## config.mk

```make
export PLATFORM = sky130hd
export DESIGN_NAME = conv_frame_reader
export DESIGN_NICKNAME = d
export VERILOG_FILES = /design/src/rtl/conv_frame_reader.sv
export SDC_FILE = /design/constraint.sdc
export NUM_CORES = 1
export LEC_CHECK = 0
export CAP_MARGIN = 20
export CELL_PAD_IN_SITES_DETAIL_PLACEMENT = 0
export CELL_PAD_IN_SITES_GLOBAL_PLACEMENT = 1
export CORE_MARGIN = 2
export CORE_UTILIZATION = 38
export CTS_BUF_LIST = sky130_fd_sc_hd__clkbuf_16
export DETAILED_ROUTE_END_ITERATION = 10
export PLACE_DENSITY = 0.88
export SLEW_MARGIN = 20
export SYNTH_ARGS = -nofsm -noshare
export SYNTH_HDL_FRONTEND = slang
export SYNTH_SLANG_ARGS = --single-unit
```

## constraint.sdc

```tcl
create_clock -name clk -period 2.7 [get_ports clk]
set_input_delay 0.27 -clock clk [delete_from_list [all_inputs] [get_ports clk]]
set_output_delay 0.27 -clock clk [all_outputs]
set_load 0.01 [all_outputs]
```

## src/rtl/conv_frame_reader.sv

```systemverilog
// conv_frame_reader: raster-order pixel source for the convolution datapath.
// On an accepted start it latches the frame geometry, issues one read per
// pixel to a synchronous-read memory (optionally spaced by idle cycles) and
// re-times the returned data into a pixel/valid stream tagged with
// end-of-row and end-of-frame markers.
module conv_frame_reader #(
    parameter int PIXEL_WIDTH   = 8,
    parameter int BUFFER_LENGTH = 2000,
    parameter int ADDR_WIDTH    = 22,
    localparam int DIM_W        = $clog2(BUFFER_LENGTH)
) (
    input  logic                   clk,
    input  logic                   rst,
    input  logic                   start,
    input  logic                   abort,
    input  logic [DIM_W-1:0]       frame_column_size,
    input  logic [DIM_W-1:0]       frame_row_size,
    input  logic [3:0]             gap_cycles,
    output logic                   mem_rd_en,
    output logic [ADDR_WIDTH-1:0]  mem_addr,
    input  logic [PIXEL_WIDTH-1:0] mem_rd_data,
    output logic [PIXEL_WIDTH-1:0] out_point,
    output logic                   out_valid,
    output logic                   out_eol,
    output logic                   out_last,
    output logic                   busy,
    output logic                   frame_done
);

    typedef enum logic [2:0] {
        S_IDLE  = 3'd0,
        S_READ  = 3'd1,
        S_GAP   = 3'd2,
        S_DRAIN = 3'd3,
        S_DONE  = 3'd4
    } state_t;

    state_t                  state_q, state_d;
    logic [DIM_W-1:0]        cols_q, cols_d;
    logic [DIM_W-1:0]        rows_q, rows_d;
    logic [3:0]              gap_q, gap_d;
    logic [DIM_W-1:0]        col_q, col_d;
    logic [DIM_W-1:0]        row_q, row_d;
    logic [ADDR_WIDTH-1:0]   addr_q, addr_d;
    logic [3:0]              gap_cnt_q, gap_cnt_d;
    logic                    drain_cnt_q, drain_cnt_d;

    // Read tags travel one stage alongside the memory latency (_p1),
    // then land in the output register together with the returned pixel.
    logic                    vld_p1_q, vld_p1_d;
    logic                    eol_p1_q, eol_p1_d;
    logic                    last_p1_q, last_p1_d;
    logic [PIXEL_WIDTH-1:0]  out_point_q;
    logic                    out_valid_q, out_valid_d;
    logic                    out_eol_q, out_eol_d;
    logic                    out_last_q, out_last_d;

    logic                    rd_eol;
    logic                    rd_last;
    logic                    kill;

    assign rd_eol  = (col_q == cols_q - DIM_W'(1));
    assign rd_last = rd_eol && (row_q == rows_q - DIM_W'(1));
    // abort only acts on a frame in progress; in IDLE it merely masks start
    assign kill    = abort && (state_q != S_IDLE);

    // Next-state logic: frame sequencing, raster counters and read tags
    always_comb begin
        state_d     = state_q;
        cols_d      = cols_q;
        rows_d      = rows_q;
        gap_d       = gap_q;
        col_d       = col_q;
        row_d       = row_q;
        addr_d      = addr_q;
        gap_cnt_d   = gap_cnt_q;
        drain_cnt_d = drain_cnt_q;
        vld_p1_d    = 1'b0;
        eol_p1_d    = 1'b0;
        last_p1_d   = 1'b0;

        case (state_q)
            S_IDLE: begin
                if (start && !abort) begin
                    cols_d      = frame_column_size;
                    rows_d      = frame_row_size;
                    gap_d       = gap_cycles;
                    col_d       = '0;
                    row_d       = '0;
                    addr_d      = '0;
                    gap_cnt_d   = '0;
                    drain_cnt_d = 1'b0;
                    // An empty frame still reports completion, but reads nothing
                    if (frame_column_size == '0 || frame_row_size == '0)
                        state_d = S_DONE;
                    else
                        state_d = S_READ;
                end
            end
            S_READ: begin
                vld_p1_d  = 1'b1;
                eol_p1_d  = rd_eol;
                last_p1_d = rd_last;
                addr_d    = addr_q + ADDR_WIDTH'(1);
                if (rd_eol) begin
                    col_d = '0;
                    row_d = row_q + DIM_W'(1);
                end else begin
                    col_d = col_q + DIM_W'(1);
                end
                if (rd_last) begin
                    state_d     = S_DRAIN;
                    drain_cnt_d = 1'b0;
                end else if (gap_q != 4'd0) begin
                    state_d   = S_GAP;
                    gap_cnt_d = 4'd1;
                end
            end
            S_GAP: begin
                // gap_cnt_q is the number of idle cycles spent so far, this one included
                if (gap_cnt_q >= gap_q)
                    state_d = S_READ;
                else
                    gap_cnt_d = gap_cnt_q + 4'd1;
            end
            S_DRAIN: begin
                if (drain_cnt_q)
                    state_d = S_DONE;
                else
                    drain_cnt_d = 1'b1;
            end
            S_DONE: begin
                state_d = S_IDLE;
            end
            default: begin
                state_d = S_IDLE;
            end
        endcase

        if (kill) begin
            state_d  = S_IDLE;
            vld_p1_d = 1'b0;
        end
    end

    // Output stage qualifiers: cleared by abort so in-flight pixels are dropped
    always_comb begin
        out_valid_d = vld_p1_q;
        out_eol_d   = vld_p1_q && eol_p1_q;
        out_last_d  = vld_p1_q && last_p1_q;
        if (kill) begin
            out_valid_d = 1'b0;
            out_eol_d   = 1'b0;
            out_last_d  = 1'b0;
        end
    end

    // State, geometry and counter registers
    always_ff @(posedge clk or posedge rst) begin
        if (rst) begin
            state_q     <= S_IDLE;
            cols_q      <= '0;
            rows_q      <= '0;
            gap_q       <= '0;
            col_q       <= '0;
            row_q       <= '0;
            addr_q      <= '0;
            gap_cnt_q   <= '0;
            drain_cnt_q <= 1'b0;
        end else begin
            state_q     <= state_d;
            cols_q      <= cols_d;
            rows_q      <= rows_d;
            gap_q       <= gap_d;
            col_q       <= col_d;
            row_q       <= row_d;
            addr_q      <= addr_d;
            gap_cnt_q   <= gap_cnt_d;
            drain_cnt_q <= drain_cnt_d;
        end
    end

    // Two-stage pixel pipeline: tag delay (_p1) then output register
    always_ff @(posedge clk or posedge rst) begin
        if (rst) begin
            vld_p1_q    <= 1'b0;
            eol_p1_q    <= 1'b0;
            last_p1_q   <= 1'b0;
            out_point_q <= '0;
            out_valid_q <= 1'b0;
            out_eol_q   <= 1'b0;
            out_last_q  <= 1'b0;
        end else begin
            vld_p1_q    <= vld_p1_d;
            eol_p1_q    <= eol_p1_d;
            last_p1_q   <= last_p1_d;
            out_point_q <= mem_rd_data;
            out_valid_q <= out_valid_d;
            out_eol_q   <= out_eol_d;
            out_last_q  <= out_last_d;
        end
    end

    assign mem_rd_en  = (state_q == S_READ);
    assign mem_addr   = addr_q;
    assign out_point  = out_point_q;
    assign out_valid  = out_valid_q;
    assign out_eol    = out_eol_q;
    assign out_last   = out_last_q;
    assign busy       = (state_q != S_IDLE);
    assign frame_done = (state_q == S_DONE);

endmodule

```

# Word-level counts from Yosys, hierarchy flattened
# Cells that the tools add are included.
[totals]
ff_bits = 92
in_bits = 38
output_inout_bits = 36
[classes]
add_sub_neg = 6
n_lt_le_gt_ge = 1
eq_ne = 16
mux = 30
n_reduce_logical = 21
[ops]
columns = ["operator", "count"]
rows = [
  ["11-bit one-hot mux with 2 select lines", 2],
  ["22-bit one-hot mux with 2 select lines", 1],
  ["11-bit two-way mux", 3],
  ["11-bit by 1-bit adder with 11-bit output, second input constant", 2],
  ["22-bit by 1-bit adder with 22-bit output, second input constant", 1],
  ["11-bit equality test", 2],
  ["11-bit logical NOT", 2],
  ["22-bit two-way mux", 1],
  ["11-bit by 1-bit subtractor with 11-bit output, second input constant", 2],
  ["3-bit two-way mux", 7],
  ["4-bit two-way mux", 4],
  ["3-bit one-hot mux with 4 select lines", 1],
  ["4-bit one-hot mux with 3 select lines", 1],
  ["1-bit two-way mux", 9],
  ["3-bit inequality test, second input constant", 3],
  ["3-bit nonzero test", 3],
  ["3-bit by 2-bit equality test with 1-bit output, second input constant", 2],
  ["2-bit by 1-bit inequality test with 1-bit output, second input constant", 3],
  ["2-bit inequality test, second input constant", 3],
  ["3-bit AND reduction", 2],
  ["1-bit logical AND", 5],
  ["5-bit AND reduction", 1],
  ["4-bit by 1-bit adder with 4-bit output, second input constant", 1],
  ["4-bit greater-or-equal comparator", 1],
  ["11 further kinds", 12],
]

# Longest topological paths before layout
[logic_depth]
word_depth = 6
ltp_mapped = 10
depth_no_buf = 10

# Worst setup path after synthesis
# OpenSTA, ideal clock, no wires.
[synth_path]
path_type = "reg2reg"
from = "reg cols_q[0]"
to = "reg row_q[6]"
arrival_ps = 2601
t_required_ps = 2622
slack_ps = 21
stages_incl_launch_ff = 9
path_buffers = 0
synth_period_minus_slack_ps = 2679
path_cell_list = "dfrtp_1 inv_1 ha_1 or4_1 a211oi_2 o2111a_4 nand4_4 or4_1 a21oi_1"
[synth_via]
elab_chain_cells = 4
[synth_lines]
columns = ["element", "line_no", "text"]
rows = [
  ["from (decl)", "39", "logic [DIM_W-1:0] cols_q, cols_d;"],
  ["from (signal assigned)", "172", "cols_q <= cols_d;"],
  ["11-bit by 1-bit subtractor with 11-bit output", "62", "assign rd_eol = (col_q == cols_q - DIM_W'(1));"],
  ["11-bit equality test", "62", ""],
  ["2-bit by 1-bit inequality test with 1-bit output (no source line)", "--", ""],
  ["3-bit AND reduction (no source line)", "--", ""],
  ["to (signal assigned)", "176", "row_q <= row_d;"],
  ["to (decl)", "43", "logic [DIM_W-1:0] row_q, row_d;"],
]
# No other way between the ends.
# A chain may end at the register's enable or synchronous reset.

# Worst setup path in the final report
[layout_path]
from = "reg cols_q[7]"
to = "reg col_q[8]"
[layout_via]
elab_chain_cells = 4
[layout_lines]
columns = ["element", "line_no", "text"]
rows = [
  ["11-bit by 1-bit subtractor with 11-bit output", "62", ""],
  ["11-bit equality test", "62", ""],
  ["11-bit two-way mux", "105", "if (rd_eol) begin"],
  ["11-bit one-hot mux with 2 select lines", "82", "case (state_q)"],
  ["to (signal assigned)", "175", "col_q <= col_d;"],
  ["to (decl)", "42", "logic [DIM_W-1:0] col_q, col_d;"],
]
# No other way between the ends.

==> key figures <==
Outcome
  – Status: complete, no violations

Logic synthesis
  – Yosys reg bits: 92
  – Syn_nets: 610
  – Syn Inst Count: 562
  – Syn avg cell area: 9.10 µm²
  – Post-synth top cells: nand2_1 (112), dfrtp_1 (92), o21ai_0 (30), nor2_1 (28), nand3_1 (27)
  – EDFF count, synth: 0
  – Area leader, netlist: dfrtp_1
  – Ys flop type: dfrtp_1
  – Area share of the largest cell type after synthesis: 45.0%
  – Distinct cells, synth: 65
  – Mapped Area: 0.00511 mm²
  – Sequential share of the synthesized area: 45.0%
  – Synthesis Warnings: 0
  – Largest cells by area after synthesis: dfrtp_1 (45%), nand2_1 (8.2%), mux2i_1 (2.9%)
  – Count leader, synth: nand2_1
  – Async SR Flop Fraction: 100%

Floorplan
  – Row cnt: 42
  – Initial Utilization: 38.8%
  – Die Y: 120 µm
  – DIE AREA: 0.0144 mm²
  – Die Wd: 120 µm
  – IO Pins: 74
  – Core outline area: 0.0132 mm²

Global routing
  – Largest net degree at the start of global routing: 44
  – First-pass GRT wire length: 21.7 mm
  – Vias in the first global route: 4482
  – Grt ovf: 0
  – Initial antenna violation count: 0
  – Global-route usage over all layers: 18.8%

Pwr
  – Pleak: 3.04 nW
  – Clock Power Share: 22.0%
  – PwrDens: 974 mW/mm²
  – Power share of the combinational group: 46.3%
  – Sequential power share: 31.8%
  – Design Power: 6.60 mW
  – Peak supply drop: 576 µV
  – Internal Dissipation: 4.05 mW
  – Switching power: 2.55 mW
  – Sw frac: 38.6%

Critical path
  – Worst flop-to-flop path endpoint: col_q[8]
  – Crit-path max cell delay: 0.55 ns
  – Critical Path RT: 2.97 ns
  – Top delay family on crit path: simple AND/OR/NAND/NOR gates
  – Reg2reg start: cols_q[7]
  – Crit. End Element: register
  – Crit-path max FO: 9
  – Crit path to: col_q[8]
  – CP arrival: 2.91 ns
  – CP Launch Type: register
  – Crit path depth: 9
  – Setup crit start: cols_q[7]
  – Worst reg2reg setup slack: 0.06 ns
  – Worst Path Class, Setup: register to register
  – Highest-delay cell along the critical path: or4_4
  – Cell Chain, Critical Path: or4_4 -> or4_4 -> and4b_4 -> o2111a_4 -> buf_6 -> a31oi_4 -> clkbuf_16 -> nand2b_1 -> a31oi_1
  – R2r worst-path depth: 9
  – Crit path top cell by count: or4_4
  – Buf+Inv Stages, Crit Path: 2

Place
  – DP HPWL: 9.55 mm
  – Pre-CTS setup slack: 0.0273 ns
  – Area post-placement: 0.00626 mm²
  – Placer's final routability congestion estimate: 0.929
  – I/O Buffers: 73

Route
  – Iter 0 DRT Violations: 400
  – Via count: 4592
  – ANT nets after route: 0
  – Drt total wl: 13.2 mm
  – Via density: 5.37
  – Pre-antenna DRT Iters: 5
  – WL/cell: 15.4 µm
  – # DRC: 0

CTS
  – CTS Buf Count: 9
  – Clock Latency Late Sink: 0.35 ns
  – CTS tree: built
  – CTS Buffer Depth: 2
  – H-tree depth: 3
  – CTS Sinks: 92
  – Worst-path clk slew: 0.07 ns
  – CTS root buf: clkbuf_16

STA
  – Tcrit/Tclk final: 97.7%
  – FMAX: 379 MHz
  – Min cycle time layout: 2.64 ns
  – Final Hold Vio Count: 0
  – Slew Viols, Final: 0
  – Setup Skew: 0.0107 ns
  – Final WS setup: 0.0623 ns
  – Worst-Margin Slew: 0.802 ns
  – Max-slew headroom: 46.6%
  – Final setup fails: 0

Cells and area
  – Ant diodes: 0
  – Fillers: 1184
  – Layout cells sized above 1: 13.5%
  – Area of the multi-input gates: 0.00267 mm²
  – FF/Latch Area: 0.00230 mm²
  – Layout Area Growth over Synthesis: 32.4%
  – Final instance area: 0.00677 mm²
  – Final Net Count: 722

Hold path
  – Hold Startpoint: mem_rd_data[0]
  – Worst min-delay path category: primary input to register

Run
  – Maxcap violations: 0
[through the flow]
stage	util, %	std cells	hold WS [ns]	setup TNS (ns)
after floorplan	-	562	0.301	0
after global placement	47.5	827	0.459	0
after detailed placement	47.5	827	0.474	0
after CTS	50.0	843	0.344	0
after global routing	51.3	855	0.355	-0.0395
final	51.3	855	0.356	0
[timing repair]
action / 4_1_cts / 5_1_grt
resized for setup: 0 / 8
endpoints found under the setup margin: 0 / 14
setup buffers: 0 / 10
hold buffers: 0 / 0
[cells in the final DEF (no fill, tap or decap), drive strengths merged, types with 3 or more instances in the layout]
cell,netlist,routed
nor2b,4,4
clkbuf,14,11
or3,3,3
nand2b,20,20
nand4,9,9
ha,10,10
nor3,15,15
xor2,10,10
and4,3,3
or4,10,10
a211o,3,3
a21oi,19,19
nor4,10,10
o211ai,7,7
dfrtp,92,92
a21o,6,6
xnor2,14,14
and2,5,5
o31ai,6,6
clkdlybuf4s50,0,73
o21a,3,3
a31oi,14,14
bufinv,0,3
or2,3,3
and3,11,11
clkinv,0,4
buf,5,45
o21ai,33,33
nand2,113,113
mux2i,15,15
inv,21,20
nor2,28,28
a211oi,3,3
nand3,27,27
[worst reg2reg max path: cells and delay by family, from the launching register on]
| kind | cells | cell delay, ns |
|---|---|---|
| AND/OR/NAND/NOR | 4 | 1.25 |
| flip-flops | 1 | 0.38 |
| AO/OA/AOI/OAI | 3 | 0.60 |
| buffers and inverters | 2 | 0.34 |
[cell type report]
cell class              count  area share, %
clock inverters             7           1.70
well taps                 176           3.25
multi-input cells         430           39.4
inverters                  21           1.22
repair buffers            120           17.1
flip-flops and latches     92           34.0
clock buffers               9           3.33
[power by group through the flow]
stage                     registers (mW)  clock network (mW)  logic [mW]
final                               2.10                1.45        3.05
after detailed placement            2.11                   0        2.79
after global placement              2.09                   0        2.69
after floorplan                     2.03                   0        1.94
after CTS                           2.09                1.47        2.81
after global routing                2.15                1.54        3.37
[how the worst min path moves through the flow]
stage / cells after the start / endpoint / slack (ns)
3_3_place_gp: 1 / mem_addr[21] / 0.46
6_report: 1 / out_point[0] / 0.36
2_1_floorplan: 0 / out_point[0] / 0.30
4_1_cts: 1 / out_point[0] / 0.34
5_1_grt: 1 / out_point[5] / 0.36
3_5_place_dp: 1 / mem_addr[21] / 0.47
[state kept, by name, summed over array words and instances (netlist names), 3 cells and up]
signal,flops
out_point,8
gap_q,4
cols_q,11
gap_cnt_q,4
mem_addr,22
state_q,3
row_q,11
rows_q,11
col_q,11
[cells by family (layout without fill, tap and decap cells)]
group / count (synthesis) / count (layout) / share of synthesized area [%]
and+or+nand+nor: 270 / 270 / 26.9
AOI/OAI and AO/OA: 109 / 109 / 14.3
DFF: 92 / 92 / 45.0
buffers and inverters: 40 / 157 / 3.72
xor gates and xnor gates: 24 / 24 / 4.26
muxes: 17 / 17 / 3.38
adders and majority gates: 10 / 10 / 2.45
[layer usage]
| metal | track usage [%] | part of all wire (%) |
|---|---|---|
| met1 | 23.8 | 44 |
| met2 | 31.9 | 50 |
| met3 | 3.56 | 4.6 |
| met4 | 7.13 | 1.9 |
| met5 | 0 | 0 |
(Power assumes the default switching activity.)
